[src/rtl/pipe_hazard_ctrl.sv]
// Pipeline hazard controller: drives one 2-bit control field per pipeline register,
// arbitrating trap, memory block, branch redirect, load-use and I-cache miss.
module pipe_hazard_ctrl #(
   parameter int NUM_STAGES = 5,
   parameter int BR_STAGE   = 2,
   parameter int ADDR_W     = 32,
   parameter int SHADOW     = 1,
   parameter int CNT_W      = 16
) (
   input  logic                    clk,
   input  logic                    rst,
   input  logic                    icache_data_valid_i,
   input  logic                    dcache_ready_i,
   input  logic                    mem_block_flag_i,
   input  logic                    load_use_i,
   input  logic                    ex_branch_flag_i,
   input  logic [ADDR_W-1:0]       ex_pc_new_i,
   input  logic                    trap_flag_i,
   input  logic [ADDR_W-1:0]       trap_pc_i,
   output logic [2*NUM_STAGES-1:0] ctrl_signal_o,
   output logic [ADDR_W-1:0]       ctrl_to_pc_new_o,
   output logic [CNT_W-1:0]        stall_cnt_o,
   output logic [1:0]              state_dbg_o
);
   localparam int CW = 2 * NUM_STAGES;
   localparam logic [1:0] C_NORMAL = 2'b00;
   localparam logic [1:0] C_STALL  = 2'b01;
   localparam logic [1:0] C_FLUSH  = 2'b10;
   localparam logic [1:0] C_REDIR  = 2'b11;

   typedef enum logic [1:0] {
      ST_RUN      = 2'd0,
      ST_MEM_WAIT = 2'd1,
      ST_REDIR    = 2'd2,
      ST_SHADOW   = 2'd3
   } state_t;

   function automatic logic [CW-1:0] mk_fill(input logic [1:0] code);
      logic [CW-1:0] v;
      v = '0;
      for (int k = 0; k < NUM_STAGES; k++) v[2*k +: 2] = code;
      return v;
   endfunction

   function automatic logic [CW-1:0] mk_redirect();
      logic [CW-1:0] v;
      v = mk_fill(C_NORMAL);
      v[1:0] = C_REDIR;
      for (int k = 1; k <= BR_STAGE; k++) v[2*k +: 2] = C_FLUSH;
      return v;
   endfunction

   function automatic logic [CW-1:0] mk_load_use();
      logic [CW-1:0] v;
      v = mk_fill(C_NORMAL);
      for (int k = 0; k < BR_STAGE; k++) v[2*k +: 2] = C_STALL;
      v[2*BR_STAGE +: 2] = C_FLUSH;
      return v;
   endfunction

   function automatic logic [CW-1:0] mk_imiss();
      logic [CW-1:0] v;
      v = mk_fill(C_NORMAL);
      v[1:0] = C_STALL;
      v[3:2] = C_FLUSH;
      return v;
   endfunction

   function automatic logic [CW-1:0] mk_trap();
      logic [CW-1:0] v;
      v = mk_fill(C_FLUSH);
      v[1:0] = C_REDIR;
      return v;
   endfunction

   localparam logic [CW-1:0] PAT_STALL    = mk_fill(C_STALL);
   localparam logic [CW-1:0] PAT_REDIR    = mk_redirect();
   localparam logic [CW-1:0] PAT_LOAD_USE = mk_load_use();
   localparam logic [CW-1:0] PAT_IMISS    = mk_imiss();
   localparam logic [CW-1:0] PAT_TRAP     = mk_trap();
   // With a zero-length shadow a redirect returns straight to RUN.
   localparam state_t        POST_REDIR   = (SHADOW == 0) ? ST_RUN : ST_SHADOW;
   localparam logic [2:0]    SHADOW_LEN   = 3'(SHADOW);

   state_t              state_q, state_d;
   logic                pend_vld_q, pend_vld_d;
   logic [ADDR_W-1:0]   pend_pc_q, pend_pc_d;
   logic [2:0]          shadow_q, shadow_d;
   logic [CNT_W-1:0]    stall_cnt_q, stall_cnt_d;
   logic [CW-1:0]       ctrl;
   logic [ADDR_W-1:0]   pc_new;

   always_comb begin
      state_d    = state_q;
      pend_vld_d = pend_vld_q;
      pend_pc_d  = pend_pc_q;
      shadow_d   = shadow_q;
      ctrl       = '0;
      pc_new     = '0;
      if (trap_flag_i) begin
         ctrl       = PAT_TRAP;
         pc_new     = trap_pc_i;
         pend_vld_d = 1'b0;
         state_d    = POST_REDIR;
         shadow_d   = SHADOW_LEN;
      end else begin
         unique case (state_q)
            ST_RUN, ST_SHADOW: begin
               if (mem_block_flag_i) begin
                  ctrl     = PAT_STALL;
                  state_d  = ST_MEM_WAIT;
                  shadow_d = '0;
                  if (state_q == ST_RUN && ex_branch_flag_i) begin
                     pend_pc_d  = ex_pc_new_i;
                     pend_vld_d = 1'b1;
                  end
               end else begin
                  if (state_q == ST_RUN && ex_branch_flag_i) begin
                     ctrl     = PAT_REDIR;
                     pc_new   = ex_pc_new_i;
                     state_d  = POST_REDIR;
                     shadow_d = SHADOW_LEN;
                  end else if (load_use_i) begin
                     ctrl = PAT_LOAD_USE;
                  end else if (!icache_data_valid_i) begin
                     ctrl = PAT_IMISS;
                  end
                  if (state_q == ST_SHADOW) begin
                     if (shadow_q <= 3'd1) begin
                        shadow_d = '0;
                        state_d  = ST_RUN;
                     end else begin
                        shadow_d = shadow_q - 3'd1;
                     end
                  end
               end
            end
            ST_MEM_WAIT: begin
               ctrl = PAT_STALL;
               if (ex_branch_flag_i) begin
                  pend_pc_d  = ex_pc_new_i;
                  pend_vld_d = 1'b1;
               end
               if (dcache_ready_i) state_d = pend_vld_d ? ST_REDIR : ST_RUN;
            end
            ST_REDIR: begin
               // A new block postpones the held redirect; pend_vld stays set.
               if (mem_block_flag_i) begin
                  ctrl    = PAT_STALL;
                  state_d = ST_MEM_WAIT;
               end else begin
                  ctrl       = PAT_REDIR;
                  pc_new     = pend_pc_q;
                  pend_vld_d = 1'b0;
                  state_d    = POST_REDIR;
                  shadow_d   = SHADOW_LEN;
               end
            end
            default: state_d = ST_RUN;
         endcase
      end
      if (ctrl[1:0] == C_STALL && stall_cnt_q != '1) stall_cnt_d = stall_cnt_q + CNT_W'(1);
      else                                            stall_cnt_d = stall_cnt_q;
   end

   always_ff @(posedge clk or negedge rst) begin
      if (!rst) begin
         state_q     <= ST_RUN;
         pend_vld_q  <= 1'b0;
         pend_pc_q   <= '0;
         shadow_q    <= '0;
         stall_cnt_q <= '0;
      end else begin
         state_q     <= state_d;
         pend_vld_q  <= pend_vld_d;
         pend_pc_q   <= pend_pc_d;
         shadow_q    <= shadow_d;
         stall_cnt_q <= stall_cnt_d;
      end
   end

   assign ctrl_signal_o    = rst ? ctrl : '0;
   assign ctrl_to_pc_new_o = rst ? pc_new : '0;
   assign stall_cnt_o      = stall_cnt_q;
   assign state_dbg_o      = state_q;
endmodule

[config.mk]
export PLATFORM = sky130hd
export DESIGN_NAME = pipe_hazard_ctrl
export DESIGN_NICKNAME = d
export VERILOG_FILES = /design/src/rtl/pipe_hazard_ctrl.sv
export SDC_FILE = /design/constraint.sdc
export NUM_CORES = 1
export LEC_CHECK = 0
export CAP_MARGIN = 10
export CORE_ASPECT_RATIO = 0.7
export CORE_MARGIN = 3
export CORE_UTILIZATION = 48
export DETAILED_ROUTE_END_ITERATION = 10
export PLACE_DENSITY = 0.87
export SLEW_MARGIN = 10
export SYNTH_ARGS = -nofsm -noshare
export SYNTH_HDL_FRONTEND = slang
export SYNTH_SLANG_ARGS = --single-unit
[constraint.sdc]
create_clock -name clk -period 3.41 [get_ports clk]
set_clock_uncertainty 0.2 [all_clocks]
set_input_delay 0.682 -clock clk [delete_from_list [all_inputs] [get_ports clk]]
set_output_delay 0.682 -clock clk [all_outputs]
set_load 0.01 [all_outputs]
==> results.sh, run 1 <==
export IMPL_critPathTopFamily="buffers and inverters"
export IMPL_layout_nets=565
export IMPL_met2_usage_pct=40.3
export IMPL_path_cells="inv_1 > ha_2 > buf_4 > nor2b_2 > a211oi_1 > o21a_1 > clkdlybuf4s50_1"
export IMPL_fmaxAchievable_mhz=300
export IMPL_comb_power_share_pct=48.0
export IMPL_grt_max_degree=44
export IMPL_syn_inst=340
export IMPL_die_height_um=76.5
export IMPL_place_hpwl_um=7280
export IMPL_ys_types=49
export IMPL_top_usage_layer="met2"
export IMPL_status="finished, final reports clean"
export IMPL_cts_max_path_buffers=2
export IMPL_tightestPinTransition_ps=913
export IMPL_reg2reg_slack_ps=750
export IMPL_drv_slew=0
export IMPL_syn2layout_area_growth_pct=50.9
export IMPL_period_needed_ps=3340
export IMPL_die_w_um=107
export IMPL_slew_headroom_pct=38.6
export IMPL_routed_via_density=5.59
export IMPL_antenna_found_initial=0
export IMPL_numClockSinks=54
export IMPL_worstReg2RegStart="state_dbg_o[1]"
export IMPL_p_int_mw=1.99
export IMPL_grt_total_usage_pct=24.8
export IMPL_worst_skew_pair_late_latency_ps=310
export IMPL_yosysWarnings=0
export IMPL_fillCellCount=455
export IMPL_crit_path_start_kind="flip-flop"
export IMPL_wl_per_cell_um=17.7
export IMPL_p_per_area_nw_per_um2=588
export IMPL_ff2ff_path_depth=6
export IMPL_path_clk_slew_ps=100
export IMPL_grt_pass1_wl_um=16400
export IMPL_hold_path_class="in2async"
export IMPL_max_stage_delay_ps=530
export IMPL_coreArea_um2=6820
export IMPL_firstDrtPassIters=5
export IMPL_cp_end_kind="output port"
export IMPL_dieArea_um2=8170
export IMPL_async_flop_share_pct=100
export IMPL_gp_congestion=0.937
export IMPL_placed_cells=557
export IMPL_p_seq_share_pct=36.7
export IMPL_grt_pass1_vias=3154
export IMPL_grt_overflow=0
export IMPL_htree_levels=2
export IMPL_period_share_pct=97.8
export IMPL_synth_edf_count=0
export IMPL_setup_viol=0
export IMPL_finalNonFillerCells=579
export IMPL_pin_count=132
export IMPL_slowest_stage="clkdlybuf4s50_1"
export IMPL_post_route_util_pct=75.5
export IMPL_row_count=25
export IMPL_synth_area_per_cell_um2=10.0
export IMPL_path_buf_inv=3
export IMPL_tns_ps=0
export IMPL_switching_share_pct=34.2
export IMPL_drive_gt1_share_pct=17.1
export IMPL_initialDrtViolationCount=223
export IMPL_netlist_area_um2=3410
export IMPL_yosysSeqAreaShare_pct=39.6
export IMPL_synth_ff_type="dfrtp_1"
export IMPL_hold_viol=0
export IMPL_port_buffers=131
export IMPL_met3_usage_pct=4.06
export IMPL_critPathKind="reg2out"
export IMPL_drcViolationCount=0
export IMPL_met1_usage_pct=33.7
export IMPL_num_vias=3237
export IMPL_start_util_pct=50.0
export IMPL_p_leak_nw=2.48
export IMPL_cap_violations=0
export IMPL_clockPowerShare_pct=15.2
export IMPL_antenna_cells=0
export IMPL_syn_nets=421
export IMPL_ant_nets=0
export IMPL_r2r_end="pend_pc_q[14]"
export IMPL_tritoncts="done"
export IMPL_numCtsBuffers=5
export IMPL_ys_seq_elements=54
export IMPL_cp_arrival_ps=2450
export IMPL_crit_required_ps=2530
export IMPL_ir_drop_v=0.000370
export IMPL_crit_fanout=11
export IMPL_cts_root_buf="clkbuf_8"
export IMPL_p_sw_mw=1.04
export IMPL_wl_um=10300
-- what timing repair did --
item,4_1_cts,5_1_grt
endpoints found under the hold margin,3,0
endpoints found under the setup margin,33,22
buffers inserted,0,12
gates resized for setup,14,23
cloned,0,1
hold buffers,1,0
-- how the worst max path moves through the flow --
stage          depth (start not counted)                   end  slack, ps        startpoint
2_1_floorplan                          7  ctrl_to_pc_new_o[10]        560    state_dbg_o[0]
3_3_place_gp                           6  ctrl_to_pc_new_o[21]        -20  mem_block_flag_i
3_5_place_dp                           6  ctrl_to_pc_new_o[24]        -70  mem_block_flag_i
4_1_cts                                7   ctrl_to_pc_new_o[2]         10  ex_branch_flag_i
5_1_grt                                8  ctrl_to_pc_new_o[16]        -20  ex_branch_flag_i
6_report                               7      ctrl_signal_o[5]         70    state_dbg_o[1]
-- kinds of logic (layout without fill, tap and decap cells) --
logic type,count (synthesis),in the layout,share of synthesized area [%]
XOR/XNOR,15,15,3.85
AND/OR/NAND/NOR,101,101,15.3
AO/OA/AOI/OAI,97,97,17.9
multiplexers,33,33,14.2
adder cells (fa/ha/maj),9,9,3.30
buffers and inverters,31,176,5.72
flip-flops,54,54,39.6
-- metal layers --
metal  vias up  part of all wire (%)
met4         0                   2.3
met3        21                   5.9
met2       124                    49
li1       1523                     -
met1      1569                    43
met5         -                     0
-- metrics by stage --
stage / hold slack (ps) / cell area [um2] / power [mW] / worst slack (ps)
3_5_place_dp: 293 / 4850 / 2.52 / -71.2
5_1_grt: 161 / 5150 / 3.21 / -19.8
2_1_floorplan: 186 / 3410 / 2.03 / 560
3_3_place_gp: 289 / 4850 / 2.46 / -18.1
6_report: 163 / 5150 / 3.02 / 74.9
4_1_cts: 151 / 4970 / 2.99 / 10.8
-- flip-flops by register name, indices dropped and copies added (netlist names) --
name         flops
pend_vld_q       1
state_dbg_o      2
pend_pc_q       32
shadow_q         3
stall_cnt_o     16
-- power groups by stage --
stage	clock, mW	sequential [mW]	combinational, mW
detailed placement	0	1.11	1.40
finish	0.460	1.11	1.45
global placement	0	1.09	1.37
global route	0.497	1.15	1.57
CTS	0.474	1.10	1.41
floorplan	0	1.09	0.941
-- synth_stat cells, types with 2 or more instances --
cell type	count	area share, %
a211oi_1	3	0.66
nor2b_1	3	0.55
o21ai_0	39	5.7
nand2_1	44	4.8
clkbuf_1	14	1.5
a21oi_1	10	1.5
ha_1	9	3.3
buf_4	3	0.66
a221oi_1	2	0.51
xnor2_1	10	2.6
nor2_1	9	0.99
buf_12	3	1.8
inv_1	5	0.55
a22oi_1	32	7.0
nor4_1	6	1.1
and4_1	2	0.51
nand3_1	10	1.5
mux2_2	3	0.99
nor3_1	4	0.59
xor2_1	5	1.3
nand4_1	4	0.73
or4_4	2	0.66
nand4b_1	3	0.77
buf_6	2	0.66
dfrtp_1	54	40
nand2b_1	3	0.55
mux2_4	30	13
o21a_1	3	0.66
buf_2	3	0.44
-- placed cells by master, fill, tap and decap left out, types with 12 or more instances in the layout --
cell type,Yosys,final
o21ai_0,39,39
buf_4,3,26
dfrtp_1,54,53
nand2_1,44,44
clkdlybuf4s50_1,0,97
a22oi_1,32,32
mux2_4,30,30
dlygate4sd2_1,0,12
dlymetal6s2s_1,0,21
-- final cells by class --
| cell class | count | area, um2 | area share [%] |
|---|---|---|---|
| inverters | 5 | 18.8 | 0.365 |
| repair buffers | 163 | 1650 | 32.1 |
| multi-input cells | 255 | 1880 | 36.6 |
| clock buffers | 6 | 82.6 | 1.60 |
| flip-flops and latches | 54 | 1350 | 26.3 |
| clock inverters | 2 | 38.8 | 0.754 |
| well taps | 94 | 118 | 2.29 |
Power figures use the tool's default switching activity.
==> inputs of run 2 (changes only) <==
--- a/config.mk
+++ b/config.mk
@@ -10,6 +10,7 @@
 export CORE_MARGIN = 3
 export CORE_UTILIZATION = 48
 export DETAILED_ROUTE_END_ITERATION = 10
+export MAX_ROUTING_LAYER = met4
 export PLACE_DENSITY = 0.87
 export SLEW_MARGIN = 10
 export SYNTH_ARGS = -nofsm -noshare
==> results.sh, run 2 (synthesis results as in run 1) <==
export IMPL_grt_total_usage_pct=26.0
export IMPL_firstDrtPassIters=5
export IMPL_rsz0062_at_grt="false"
export IMPL_cp_arrival_ps=2440
export IMPL_tns_ps=0
export IMPL_period_needed_ps=3320
export IMPL_tritoncts="done"
export IMPL_antenna_found_initial=0
export IMPL_largest_register="pend_pc_q"
export IMPL_p_per_area_nw_per_um2=608
export IMPL_grt_overflow=0
export IMPL_setup_viol=0
export IMPL_routed_via_density=5.69
export IMPL_pin_count=132
export IMPL_initialDrtViolationCount=200
export IMPL_gp_congestion=0.956
export IMPL_hold_viol=0
export IMPL_cts_root_buf="clkbuf_8"
export IMPL_die_height_um=76.5
export IMPL_largest_reg_flops=32
export IMPL_finalNonFillerCells=567
export IMPL_layout_commonest_cell="clkdlybuf4s50_1"
export IMPL_p_leak_nw=2.15
export IMPL_final_cell_mix="97 x clkdlybuf4s50_1, 53 x dfrtp_1, 44 x nand2_1"
export IMPL_layout_nets=553
export IMPL_port_buffers=131
export IMPL_grt_max_degree=46
export IMPL_wl_um=10200
export IMPL_drcViolationCount=0
export IMPL_grt_pass1_wl_um=16800
export IMPL_critPathKind="reg2out"
export IMPL_row_count=25
export IMPL_drv_slew=0
export IMPL_crit_fanout=8
export IMPL_status="finished, final reports clean"
export IMPL_worst_skew_pair_late_latency_ps=320
export IMPL_htree_levels=2
export IMPL_coreArea_um2=6820
export IMPL_drive_gt1_share_pct=15.0
export IMPL_syn2layout_area_growth_pct=45.3
export IMPL_start_util_pct=50.0
export IMPL_cap_violations=0
export IMPL_ant_nets=0
export IMPL_ir_drop_v=0.000305
export IMPL_slew_headroom_pct=39.8
export IMPL_wl_per_cell_um=18.0
export IMPL_dieArea_um2=8170
export IMPL_cts_max_path_buffers=2
export IMPL_die_w_um=107
export IMPL_num_vias=3225
export IMPL_path_clk_slew_ps=100
export IMPL_place_hpwl_um=7470
export IMPL_period_share_pct=97.5
export IMPL_antenna_cells=0
export IMPL_placed_cells=555
export IMPL_tightestPinTransition_ps=895
export IMPL_crit_path_start_kind="flip-flop"
export IMPL_cp_end_kind="output port"
export IMPL_fmaxAchievable_mhz=301
export IMPL_grt_pass1_vias=3173
export IMPL_numCtsBuffers=5
export IMPL_hold_path_class="in2async"
export IMPL_numClockSinks=54
export IMPL_crit_required_ps=2530
[run 2: changes by cell type in the layout (fill, tap and decap cells not counted), moves of 2 or more]
cell / delta
ha_1: +2
dlygate4sd2_1: +20
dlymetal6s2s_1: -20
buf_4: -11
ha_2: -2
[run 2: layout make-up]
cell class,instances,area (um2)
Sequential cell,54,1350
Multi-Input combinational cell,255,1880
Fill cell,506,1870
Timing Repair Buffer,151,1470
Inverter,5,18.8
Tap cell,94,118
Clock buffer,5,68.8
Clock inverter,3,48.8
[run 2: final timing paths]
path	end	slack, ps	depth (start not counted)	startpoint
min in group clk	stall_cnt_o[14]	310	1	stall_cnt_o[14]
hold reg to reg	stall_cnt_o[14]	310	1	stall_cnt_o[14]
max in group asynchronous	state_dbg_o[1]	2200	2	rst
setup reg to reg	pend_pc_q[18]	790	6	state_dbg_o[1]
setup / recovery	ctrl_signal_o[3]	90	7	state_dbg_o[1]
hold / removal	stall_cnt_o[2]	150	2	rst
[run 2: timing repair]
item,4_1_cts,5_1_grt
buffers inserted,0,3
pin swaps,1,0
resized for setup,33,3
endpoints found under the hold margin,3,0
setup endpoints to repair,33,7
hold buffers,1,0
[run 2: through the flow]
step / hold slack (ps) / power (mW) / setup WS (ps) / util [%] / instance area [um2]
5_1_grt: 155 / 3.19 / 3.01 / 72.6 / 4950
2_1_floorplan: 186 / 2.03 / 560 / - / 3410
6_report: 148 / 3.01 / 85.2 / 72.6 / 4950
3_3_place_gp: 289 / 2.46 / -31.0 / 70.9 / 4830
3_5_place_dp: 292 / 2.52 / -114 / 70.9 / 4830
4_1_cts: 145 / 2.98 / 13.8 / 72.2 / 4920
[run 2: critical path: stages (launching register included)]
cell,delay (ps)
dfrtp_2,460
buf_4,150
ha_1,280
nor2b_2,230
buf_4,150
a221oi_1,270
nor2b_1,80
clkdlybuf4s50_1,500
[run 2: metal layers]
metal  up-vias  wire [um]  track usage [%]
li1       1498          -                -
met1      1559       4320             34.1
met2       146       5050             41.1
met3        22        605             5.59
met4         0        237             6.64
met5         -          0                -
[run 2: report_power, final]
part,internal [mW],total (mW),switching (mW)
registers,0.906,1.11,0.207
logic,0.821,1.44,0.619
clock network,0.224,0.456,0.232
